[config.mk]
export PLATFORM = sky130hd
export DESIGN_NAME = rnn_seq_ctrl
export DESIGN_NICKNAME = d
export VERILOG_FILES = /design/src/rtl/rnn_seq_ctrl.sv
export SDC_FILE = /design/constraint.sdc
export NUM_CORES = 1
export LEC_CHECK = 0
export CORE_MARGIN = 2
export CORE_UTILIZATION = 63
export CTS_CLUSTER_SIZE = 12
export DETAILED_ROUTE_END_ITERATION = 7
export DONT_BUFFER_PORTS = 1
export GPL_TIMING_DRIVEN = 1
export PLACE_DENSITY_LB_ADDON = 0.15
export SLEW_MARGIN = 20
export SYNTH_ARGS = -nofsm -noshare
export SYNTH_HDL_FRONTEND = slang
export SYNTH_SLANG_ARGS = --single-unit
[constraint.sdc]
create_clock -name clk -period 3.3 [get_ports clk]
set_input_delay 0.66 -clock clk [delete_from_list [all_inputs] [get_ports clk]]
set_output_delay 0.66 -clock clk [all_outputs]
set_load 0.005 [all_outputs]
[src/rtl/rnn_seq_ctrl.sv]
// Streams host embedding elements into the rnn register port, steps each character and fetches the dense result.
// rnn_* are decoded from state in the same cycle; s_ready = element FIFO not full; res_valid holds until res_ready.

module rnn_seq_fifo #(
  parameter int WIDTH = 17,
  parameter int DEPTH = 16
) (
  input  logic             clk,
  input  logic             rst_n,
  input  logic             flush,
  input  logic             push,
  input  logic             pop,
  input  logic [WIDTH-1:0] wdata,
  output logic [WIDTH-1:0] rdata,
  output logic             empty,
  output logic             full
);
  localparam int AW = (DEPTH > 1) ? $clog2(DEPTH) : 1;

  logic [WIDTH-1:0] mem [DEPTH];
  logic [AW-1:0]    wr_ptr, rd_ptr;
  logic [AW:0]      count;
  logic             do_push, do_pop;

  assign empty   = (count == '0);
  assign full    = (count == (AW+1)'(DEPTH));
  assign do_push = push && !full;
  assign do_pop  = pop && !empty;
  assign rdata   = mem[rd_ptr];

  always_ff @(posedge clk) begin
    if (do_push) mem[wr_ptr] <= wdata;
  end

  always_ff @(posedge clk or negedge rst_n) begin
    if (!rst_n) begin
      wr_ptr <= '0;
      rd_ptr <= '0;
      count  <= '0;
    end else if (flush) begin
      wr_ptr <= '0;
      rd_ptr <= '0;
      count  <= '0;
    end else begin
      if (do_push) wr_ptr <= wr_ptr + 1'b1;
      if (do_pop)  rd_ptr <= rd_ptr + 1'b1;
      case ({do_push, do_pop})
        2'b10:   count <= count + 1'b1;
        2'b01:   count <= count - 1'b1;
        default: count <= count;
      endcase
    end
  end
endmodule

module rnn_seq_ctrl #(
  parameter int EMB_LEN    = 4,
  parameter int FIFO_DEPTH = 16,
  parameter int POLL_LIMIT = 1024
) (
  input  logic        clk,
  input  logic        rst_n,
  input  logic        enable,
  input  logic        s_valid,
  output logic        s_ready,
  input  logic [15:0] s_data,
  input  logic        s_last,
  output logic        res_valid,
  input  logic        res_ready,
  output logic [15:0] res_data,
  output logic [15:0] char_cnt,
  output logic        err,
  input  logic        clr_err,
  output logic        rnn_read,
  output logic        rnn_write,
  output logic [2:0]  rnn_addr,
  output logic [31:0] rnn_wdata,
  input  logic [31:0] rnn_rdata
);
  localparam int            PW       = (POLL_LIMIT > 1) ? $clog2(POLL_LIMIT) : 1;
  localparam logic [7:0]    LAST_IDX = 8'(EMB_LEN - 1);
  localparam logic [PW-1:0] POLL_MAX = PW'(POLL_LIMIT - 1);

  typedef enum logic [3:0] {
    S_IDLE, S_LOAD_ELEM, S_START, S_WAIT_STEP, S_DENSE,
    S_WAIT_RES, S_READ_RES, S_HOLD_RES, S_ERROR
  } state_t;

  state_t        state, state_nxt;
  logic [7:0]    elem_idx, elem_idx_nxt;
  logic          seq_end, seq_end_nxt;
  logic [PW-1:0] poll_cnt, poll_cnt_nxt;
  logic [15:0]   char_cnt_nxt, res_data_nxt;
  logic          err_nxt;

  logic          fifo_pop, fifo_flush, fifo_empty, fifo_full;
  logic [16:0]   fifo_head;
  logic          head_last;
  logic [15:0]   head_data;

  assign {head_last, head_data} = fifo_head;
  assign s_ready   = !fifo_full;
  assign res_valid = (state == S_HOLD_RES);

  rnn_seq_fifo #(.WIDTH(17), .DEPTH(FIFO_DEPTH)) u_fifo (
    .clk   (clk),
    .rst_n (rst_n),
    .flush (fifo_flush),
    .push  (s_valid && s_ready),
    .pop   (fifo_pop),
    .wdata ({s_last, s_data}),
    .rdata (fifo_head),
    .empty (fifo_empty),
    .full  (fifo_full)
  );

  always_comb begin
    state_nxt    = state;
    elem_idx_nxt = elem_idx;
    seq_end_nxt  = seq_end;
    poll_cnt_nxt = poll_cnt;
    char_cnt_nxt = char_cnt;
    res_data_nxt = res_data;
    err_nxt      = err;
    fifo_pop     = 1'b0;
    fifo_flush   = 1'b0;
    rnn_read     = 1'b0;
    rnn_write    = 1'b0;
    rnn_addr     = 3'd0;
    rnn_wdata    = 32'd0;
    case (state)
      S_IDLE: if (enable) state_nxt = S_LOAD_ELEM;
      S_LOAD_ELEM: begin
        // An empty FIFO simply stalls here; the host may be slow.
        if (!fifo_empty) begin
          fifo_pop  = 1'b1;
          rnn_write = 1'b1;
          rnn_addr  = 3'd1;
          rnn_wdata = {8'h00, elem_idx, head_data};
          if (elem_idx == LAST_IDX) begin
            seq_end_nxt  = head_last;
            elem_idx_nxt = 8'd0;
            state_nxt    = S_START;
          end else begin
            elem_idx_nxt = elem_idx + 8'd1;
          end
        end
      end
      S_START: begin
        rnn_write    = 1'b1;
        char_cnt_nxt = char_cnt + 16'd1;
        poll_cnt_nxt = '0;
        state_nxt    = S_WAIT_STEP;
      end
      S_WAIT_STEP: begin
        rnn_read = 1'b1;
        rnn_addr = 3'd1;
        if (rnn_rdata[0]) begin
          state_nxt = seq_end ? S_DENSE : S_LOAD_ELEM;
        end else if (poll_cnt == POLL_MAX) begin
          err_nxt   = 1'b1;
          state_nxt = S_ERROR;
        end else begin
          poll_cnt_nxt = poll_cnt + 1'b1;
        end
      end
      S_DENSE: begin
        rnn_write    = 1'b1;
        rnn_addr     = 3'd7;
        poll_cnt_nxt = '0;
        state_nxt    = S_WAIT_RES;
      end
      S_WAIT_RES: begin
        rnn_read = 1'b1;
        if (rnn_rdata[0]) begin
          state_nxt = S_READ_RES;
        end else if (poll_cnt == POLL_MAX) begin
          err_nxt   = 1'b1;
          state_nxt = S_ERROR;
        end else begin
          poll_cnt_nxt = poll_cnt + 1'b1;
        end
      end
      S_READ_RES: begin
        // This read also sends the accelerator back to LOAD.
        rnn_read     = 1'b1;
        rnn_addr     = 3'd7;
        res_data_nxt = rnn_rdata[15:0];
        state_nxt    = S_HOLD_RES;
      end
      S_HOLD_RES: begin
        if (res_ready) begin
          char_cnt_nxt = 16'd0;
          seq_end_nxt  = 1'b0;
          state_nxt    = enable ? S_LOAD_ELEM : S_IDLE;
        end
      end
      S_ERROR: begin
        if (clr_err) begin
          fifo_flush   = 1'b1;
          err_nxt      = 1'b0;
          char_cnt_nxt = 16'd0;
          seq_end_nxt  = 1'b0;
          elem_idx_nxt = 8'd0;
          state_nxt    = S_IDLE;
        end
      end
      default: state_nxt = S_IDLE;
    endcase
  end

  always_ff @(posedge clk or negedge rst_n) begin
    if (!rst_n) begin
      state    <= S_IDLE;
      elem_idx <= 8'd0;
      seq_end  <= 1'b0;
      poll_cnt <= '0;
      char_cnt <= 16'd0;
      res_data <= 16'd0;
      err      <= 1'b0;
    end else begin
      state    <= state_nxt;
      elem_idx <= elem_idx_nxt;
      seq_end  <= seq_end_nxt;
      poll_cnt <= poll_cnt_nxt;
      char_cnt <= char_cnt_nxt;
      res_data <= res_data_nxt;
      err      <= err_nxt;
    end
  end
endmodule

==> impl_metrics.csv, run 1 <==
group,metric,value,unit
layout,fillCellCount,1369,
yosys,netlist_top_cells_area,"edfxtp_1, mux4_2, dfrtp_1, and2_1, mux2_2",
route,viasPerCell,6.51,
clocking,cts_buffer_depth,3,
global_route,grt_overflow,0,
sta,max_freq,0.315,GHz
power_and_ir_drop,p_clk_share,27.0,%
sta,relSlewSlack,23.6,%
setup_path,startpoint_type,"flop",
clocking,clock_sinks,341,
power_and_ir_drop,p_int,9.43,mW
yosys,synth-seq-cells,341,
power_and_ir_drop,power_density,849,mW/mm^2
power_and_ir_drop,p_leak,5.51,nW
power_and_ir_drop,total_power,13.6,mW
layout,final_cell_mix,"edfxtp_1, mux4_2, dfrtp_1",
sta,tightest_slew,1.15,ns
worst_hold_path,hp-class,"primary input to async pin",
outcome,status,"finished, final reports clean",
sta,setup_viol,0,
yosys,synth.top_cell.area_share,56.8,%
setup_path,worst-path-stages,5,
setup_path,cp_max_fo,16,
clocking,numCtsBuffers,36,
route,postRouteAntennaNets,0,
setup_path,arrival,2.52,ns
setup_path,slowest_stage,"mux4_2",
route,vias,7507,
die,rows,55,
die,io_pins,127,
clocking,ctsRootBufferMaster,"clkbuf_16",
yosys,netlist.top_cell.by_area,"edfxtp_1",
power_and_ir_drop,p_sw_share,30.5,%
sta,fin_crit,3.18,ns
placement,dpl_cell_area,0.0149,mm^2
yosys,ys.flop_type,"edfxtp_1",
power_and_ir_drop,irDropWorstVdd,0.000525,V
global_route,antenna_found_initial,0,
layout,drive_gt1_share,23.2,%
setup_path,required,2.64,ns
sta,hold_viol_final,0,
route,drc,0,
route,post_drt_wl_per_cell,25.1,um
sta,rsz0062_at_grt,"false",
layout,multi_input_area,0.00423,mm^2
route,drtIter0Drc,779,
setup_path,cp_cell_sequence,"buf_12, buf_12, mux4_2, mux4_2, and2_1",
power_and_ir_drop,power.switching,4.14,mW
die,die_y,155,um
global_route,grt_max_degree,70,
die,die_x,155,um
setup_path,worstPathBufferInverterCount,2,
global_route,grt_pass1_vias,7811,
placement,place.port_buffers,0,
power_and_ir_drop,p_seq_share,43.4,%
yosys,synth_area,0.0144,mm^2
yosys,synth_edf_count,272,
setup_path,critPathKind,"flop to primary output",
sta,fin_skew,0.00867,ns
yosys,synth_cell_types,66,
power_and_ir_drop,combPwrFrac,29.6,%
global_route,grt_pass1_wl,44900,um
sta,drv_slew,0,
layout,fin_util,71.0,%
layout,seqCellArea,0.00990,mm^2
placement,finalWeightedCongestion,0.852,
layout,areaGrowthSynthToFinish,11.3,%
route,first_pass_iters,5,
setup_path,end_kind,"primary output",
setup_path,rr_worst_depth,10,
yosys,yosys_warnings,0,
clocking,cts_tree,"done",
yosys,async_flop_share,20.2,%
clocking,cts.htree.levels,2,
yosys,synth_seq_area_share,68.9,%
clocking,cts.reportedPaths.clkPinSlew,0.06,ns
setup_path,cpLargestDelayFamily,"multiplexers",
sta,period_share,96.3,%
global_route,globalRouteTotalUtil,24.9,%
layout,nets,914,
job,drv_cap,0,
layout,final_area,0.0160,mm^2
sta,finalSetupTns,0,ns
die,initial_core_util,63.9,%
die,dieArea,0.0240,mm^2
yosys,syn_inst,819,
layout,mostFrequentLayoutCell,"edfxtp_1",
yosys,synth.avg_cell_area,17.5,um^2
clocking,clock_latency,0.52,ns
placement,hpwlAfterDp,17700,um
route,drt_wl_total,28900,um
setup_path,max_stage_delay,0.52,ns
layout,n_antenna_cell,0,
die,core,0.0225,mm^2
==> power by group through the flow <==
stage	combinational [mW]	sequential [mW]	clock, mW
after floorplan	3.10	5.71	0
final	4.02	5.89	3.66
after CTS	4.07	5.88	3.72
after global placement	3.80	5.96	0
after global routing	4.38	5.97	3.88
after detailed placement	3.91	6.02	0
==> synthesized netlist by cell type (2+ instances only) <==
cell type / instances
a2111oi_2: 2
a2111oi_4: 2
a211o_1: 3
a211oi_1: 3
a21oi_1: 12
and2_1: 42
and3_1: 11
and4_1: 8
buf_1: 3
buf_2: 17
buf_4: 11
clkbuf_1: 16
dfrtp_1: 69
edfxtp_1: 272
ha_1: 10
inv_1: 6
mux2_2: 16
mux2i_1: 6
mux4_2: 84
nand2_1: 30
nand2b_1: 8
nand3_1: 19
nand3b_1: 2
nand4_1: 11
nor2_1: 47
nor3_1: 5
nor3_2: 2
nor3b_1: 3
o21ai_0: 23
o21ai_1: 3
o22ai_1: 2
o31ai_1: 4
o31ai_2: 4
o32ai_1: 2
or3_1: 4
or4b_1: 2
xnor2_1: 15
xor2_1: 12
==> layer usage <==
metal	track usage, %	share of wire, %	up-vias	routed length (um)
li1	-	-	3285	-
met4	6.13	1.6	0	466
met1	34.4	40	3901	11500
met5	0	0	-	0
met3	4.90	6.7	36	1940
met2	41.8	52	285	15000
==> worst paths after layout <==
path,start,slack [ns],to
worst min register to register,seq_end$_DFFE_PN0P_,0.53,seq_end$_DFFE_PN0P_
worst max register to register,u_fifo.count[1]$_DFFE_PN0P_,0.39,u_fifo.count[4]$_DFFE_PN0P_
worst min-delay path,rst_n,0.02,char_cnt[13]$_DFFE_PN0P_
max in group asynchronous,rst_n,2.97,u_fifo.rd_ptr[0]$_DFFE_PN0P_
worst max-delay path,u_fifo.rd_ptr[0]$_DFFE_PN0P_,0.12,rnn_wdata[8]
min in group clk,s_data[6],0.23,u_fifo.mem[10][6]$_DFFE_PP_
==> state kept, by name, summed over array words and instances, names as in the netlist <==
register       count
u_fifo.mem       272
char_cnt          16
res_data          16
poll_cnt          10
elem_idx           8
u_fifo.count       5
state              4
u_fifo.rd_ptr      4
u_fifo.wr_ptr      4
err                1
seq_end            1
==> final cells by class <==
type / instances / area share [%]
inverters: 7 / 0.164
well taps: 285 / 2.23
clock inverters: 8 / 0.462
multi-input cells: 430 / 26.5
clock buffers: 49 / 6.14
flip-flops and latches: 341 / 61.9
repair buffers: 33 / 2.61
==> through the flow <==
step / instances / worst slack, ns / hold slack [ns]
detailed placement: 1092 / 0.439 / 0.366
finish: 1153 / 0.122 / 0.0151
CTS: 1153 / 0.0659 / 0.0107
global placement: 1091 / 0.532 / 0.366
global route: 1153 / 0.0314 / 0.0308
floorplan: 826 / 0.490 / 0.364
==> what timing repair did <==
action                     4_1_cts  5_1_grt
setup endpoints to repair        8       12
hold buffers                     1        0
hold endpoints to repair        69        0
resized for setup                0        1
setup buffers                    3        0
==> logic make-up after synthesis <==
logic type / count (synthesis) / synth area share [%]
adders and majority gates: 10 / 0.871
muxes: 106 / 14.8
DFF: 341 / 68.9
and+or+nand+nor: 207 / 8.03
AOI/OAI and AO/OA: 71 / 3.74
buffers and inverters: 55 / 1.88
xor gates and xnor gates: 28 / 1.76
other: 1 / 0.0261
(Power assumes the default switching activity.)
==> inputs of run 2 (changes only) <==
--- a/config.mk
+++ b/config.mk
@@ -6,7 +6,7 @@
 export NUM_CORES = 1
 export LEC_CHECK = 0
 export CORE_MARGIN = 2
-export CORE_UTILIZATION = 63
+export CORE_UTILIZATION = 65
 export CTS_CLUSTER_SIZE = 12
 export DETAILED_ROUTE_END_ITERATION = 7
 export DONT_BUFFER_PORTS = 1
@@ -15,4 +15,5 @@
 export SLEW_MARGIN = 20
 export SYNTH_ARGS = -nofsm -noshare
 export SYNTH_HDL_FRONTEND = slang
+export SYNTH_HIERARCHICAL = 1
 export SYNTH_SLANG_ARGS = --single-unit
==> constraint.sdc (replaced) <==
create_clock -name clk -period 3.9 [get_ports clk]
set_input_delay 0.78 -clock clk [delete_from_list [all_inputs] [get_ports clk]]
set_output_delay 0.78 -clock clk [all_outputs]
set_load 0.005 [all_outputs]
==> run 2 against run 1 <==
  * Wire length is 3.7% higher
  * Largest cell class unchanged
  * Register-to-register slack better by 0.22 ns
  * Critical path type unchanged
  * Cell area is 0.70% lower
==> impl_metrics.csv, run 2 <==
group,metric,value,unit
setup_path,r2r_start,"state[2]$_DFFE_PN0P_",
sta,tightest_slew,1.20,ns
clocking,cts_tree,"done",
layout,reg_top3,"u_fifo/mem: 272 flops, char_cnt: 16 flops, res_data: 16 flops",
yosys,netlist_top_cells_area,"edfxtp_1, mux4_2, dfrtp_1, nor2_1, and2_1",
layout,n_antenna_cell,0,
sta,fin_skew,0.0162,ns
worst_hold_path,hp-class,"primary input to async pin",
yosys,synth_cell_types,66,
layout,mostFrequentLayoutCell,"edfxtp_1",
sta,setup_viol,0,
global_route,grt_overflow,0,
global_route,grt_pass1_vias,7994,
setup_path,required,3.12,ns
setup_path,cp_max_fo,22,
die,die_x,153,um
layout,final_cell_mix,"edfxtp_1, mux4_2, dfrtp_1",
clocking,cts.reportedPaths.clkPinSlew,0.06,ns
die,initial_core_util,66.0,%
yosys,ys.flop_type,"edfxtp_1",
yosys,yosys_warnings,6,
yosys,synth-compound-area-share,4.15,%
die,io_pins,127,
layout,drive_gt1_share,23.1,%
yosys,synth_seq_area_share,68.9,%
sta,relSlewSlack,19.9,%
sta,rsz0062_at_grt,"false",
global_route,grt-busiest-layer,"met2",
yosys,synth_simple_gate_area_share,7.32,%
sta,fin_crit,3.65,ns
sta,finalSetupTns,0,ns
power_and_ir_drop,irDropWorstVdd,0.000409,V
layout,areaGrowthSynthToFinish,10.5,%
placement,place_ws,0.677,ns
placement,hpwlAfterDp,17500,um
yosys,async_flop_share,20.2,%
yosys,synthAdderAreaFrac,0.871,%
global_route,grt_pass1_wl,46400,um
route,drc,0,
setup_path,critPathKind,"flop to primary output",
yosys,synth-seq-cells,341,
global_route,met3_usage,6.43,%
layout,nets,926,
yosys,syn_inst,834,
setup_path,end_kind,"primary output",
yosys,synth_area,0.0144,mm^2
sta,hold_viol_final,0,
global_route,globalRouteTotalUtil,26.3,%
placement,finalWeightedCongestion,0.861,
layout,top_register,"u_fifo/mem",
power_and_ir_drop,p_leak,5.46,nW
yosys,synth.avg_cell_area,17.2,um^2
global_route,grt_use_met1,35.1,%
layout,largest_reg_flops,272,
sta,holdWs,0.137,ns
placement,place.port_buffers,0,
yosys,yosys.cell_count.top_type,"edfxtp_1",
route,drt_wl_total,30000,um
route,vias,7638,
power_and_ir_drop,power_density,726,mW/mm^2
die,core,0.0218,mm^2
sta,drv_slew,0,
clocking,ctsRootBufferMaster,"clkbuf_16",
job,drv_cap,0,
clocking,cts.htree.levels,2,
sta,max_freq,0.274,GHz
sta,period_share,93.7,%
yosys,synth_edf_count,272,
yosys,synthXorXnorAreaFrac,1.65,%
clocking,clock_sinks,341,
global_route,grt_max_degree,70,
clocking,clock_latency,0.53,ns
die,dieArea,0.0233,mm^2
route,drtIter0Drc,717,
yosys,muxShareOfSynthArea,14.8,%
sta,fin_ws,0.246,ns
setup_path,startpoint_type,"flop",
yosys,synthTopCellsByCount,"edfxtp_1, mux4_2, dfrtp_1",
power_and_ir_drop,total_power,11.5,mW
yosys,synth.top_cell.area_share,56.9,%
route,first_pass_iters,5,
clocking,cts_buffer_depth,3,
global_route,gr-usage-met2,43.5,%
die,die_y,153,um
outcome,status,"finished, final reports clean",
global_route,antenna_found_initial,0,
clocking,numCtsBuffers,36,
route,viasPerCell,6.60,
yosys,netlist.top_cell.by_area,"edfxtp_1",
route,post_drt_wl_per_cell,25.9,um
setup_path,cp-startpoint,"state[2]$_DFFE_PN0P_",
route,postRouteAntennaNets,0,
setup_path,arrival,2.87,ns
die,rows,54,
yosys,synth_top_family_by_area,"multiplexers",
[run 2: changes by cell type after synthesis, sizes merged, moves of 4 or more]
cell    previous run  this run
nand2             30        39
a211oi             4         8
nor3               7        14
nand4             11         5
xor2              12         8
and3              11         7
and2              42        30
inv                7        15
mux2i              6         1
and4               8         1
clkbuf            17        21
[run 2: layer usage]
layer  vias to the layer above  share of wire [%]
met5                         -                  0
met4                         0                2.5
met3                        63                7.6
met2                       355                 51
met1                      3922                 39
li1                       3298                  -
[run 2: cells by family after synthesis]
| group | count (synthesis) |
|---|---|
| xor gates and xnor gates | 27 |
| and+or+nand+nor | 202 |
| DFF | 341 |
| other | 1 |
| AOI/OAI and AO/OA | 84 |
| muxes | 104 |
| adders and majority gates | 10 |
| buffers and inverters | 65 |
[run 2: final timing paths]
kind	end	slack (ns)	cells past startpoint
setup / recovery	rnn_wdata[15]	0.25	4
hold / removal	res_data[8]$_DFFE_PN0P_	0.14	1
setup reg to reg	u_fifo/count[4]$_DFFE_PN0P_	0.61	9
hold reg to reg	elem_idx[7]$_DFFE_PN0P_	0.51	1
max in group asynchronous	u_fifo/rd_ptr[0]$_DFFE_PN0P_	3.46	1
min in group clk	u_fifo/mem[4][4]$_DFFE_PP_	0.34	0
[run 2: power by group]
part	internal (mW)	total, mW	switching [mW]
sequential	4.50	5.11	0.609
clock	1.81	3.10	1.29
combinational	1.65	3.32	1.67
total	7.96	11.5	3.57
[run 2: metrics by stage]
stage               cells  util [%]  area [um^2]
global placement     1102      68.0        14800
CTS                  1158      73.0        15900
finish               1158      73.0        15900
detailed placement   1102      68.0        14800
floorplan             841         -        14400
global route         1158      73.0        15900
[run 2: area by class of cell]
class	instances	area (um^2)
Multi-Input combinational cell	435	4230
Clock buffer	43	927
Clock inverter	12	116
Sequential cell	341	9900
Fill cell	1247	5880
Inverter	15	56.3
Timing Repair Buffer	32	298
Tap cell	280	350
[run 2: what timing repair did]
action / in CTS / in global routing
endpoints found under the hold margin: 69 / 0
setup endpoints to repair: 0 / 0
hold buffers: 1 / 0
gates resized for setup: 0 / 0
buffers inserted: 0 / 0
[run 2: critical path, cell delays in order, from the launching register on]
cell     delay (ns)
dfrtp_1        0.57
or4b_1         0.71
nor2_4         0.52
buf_4          0.30
and2_1         0.26
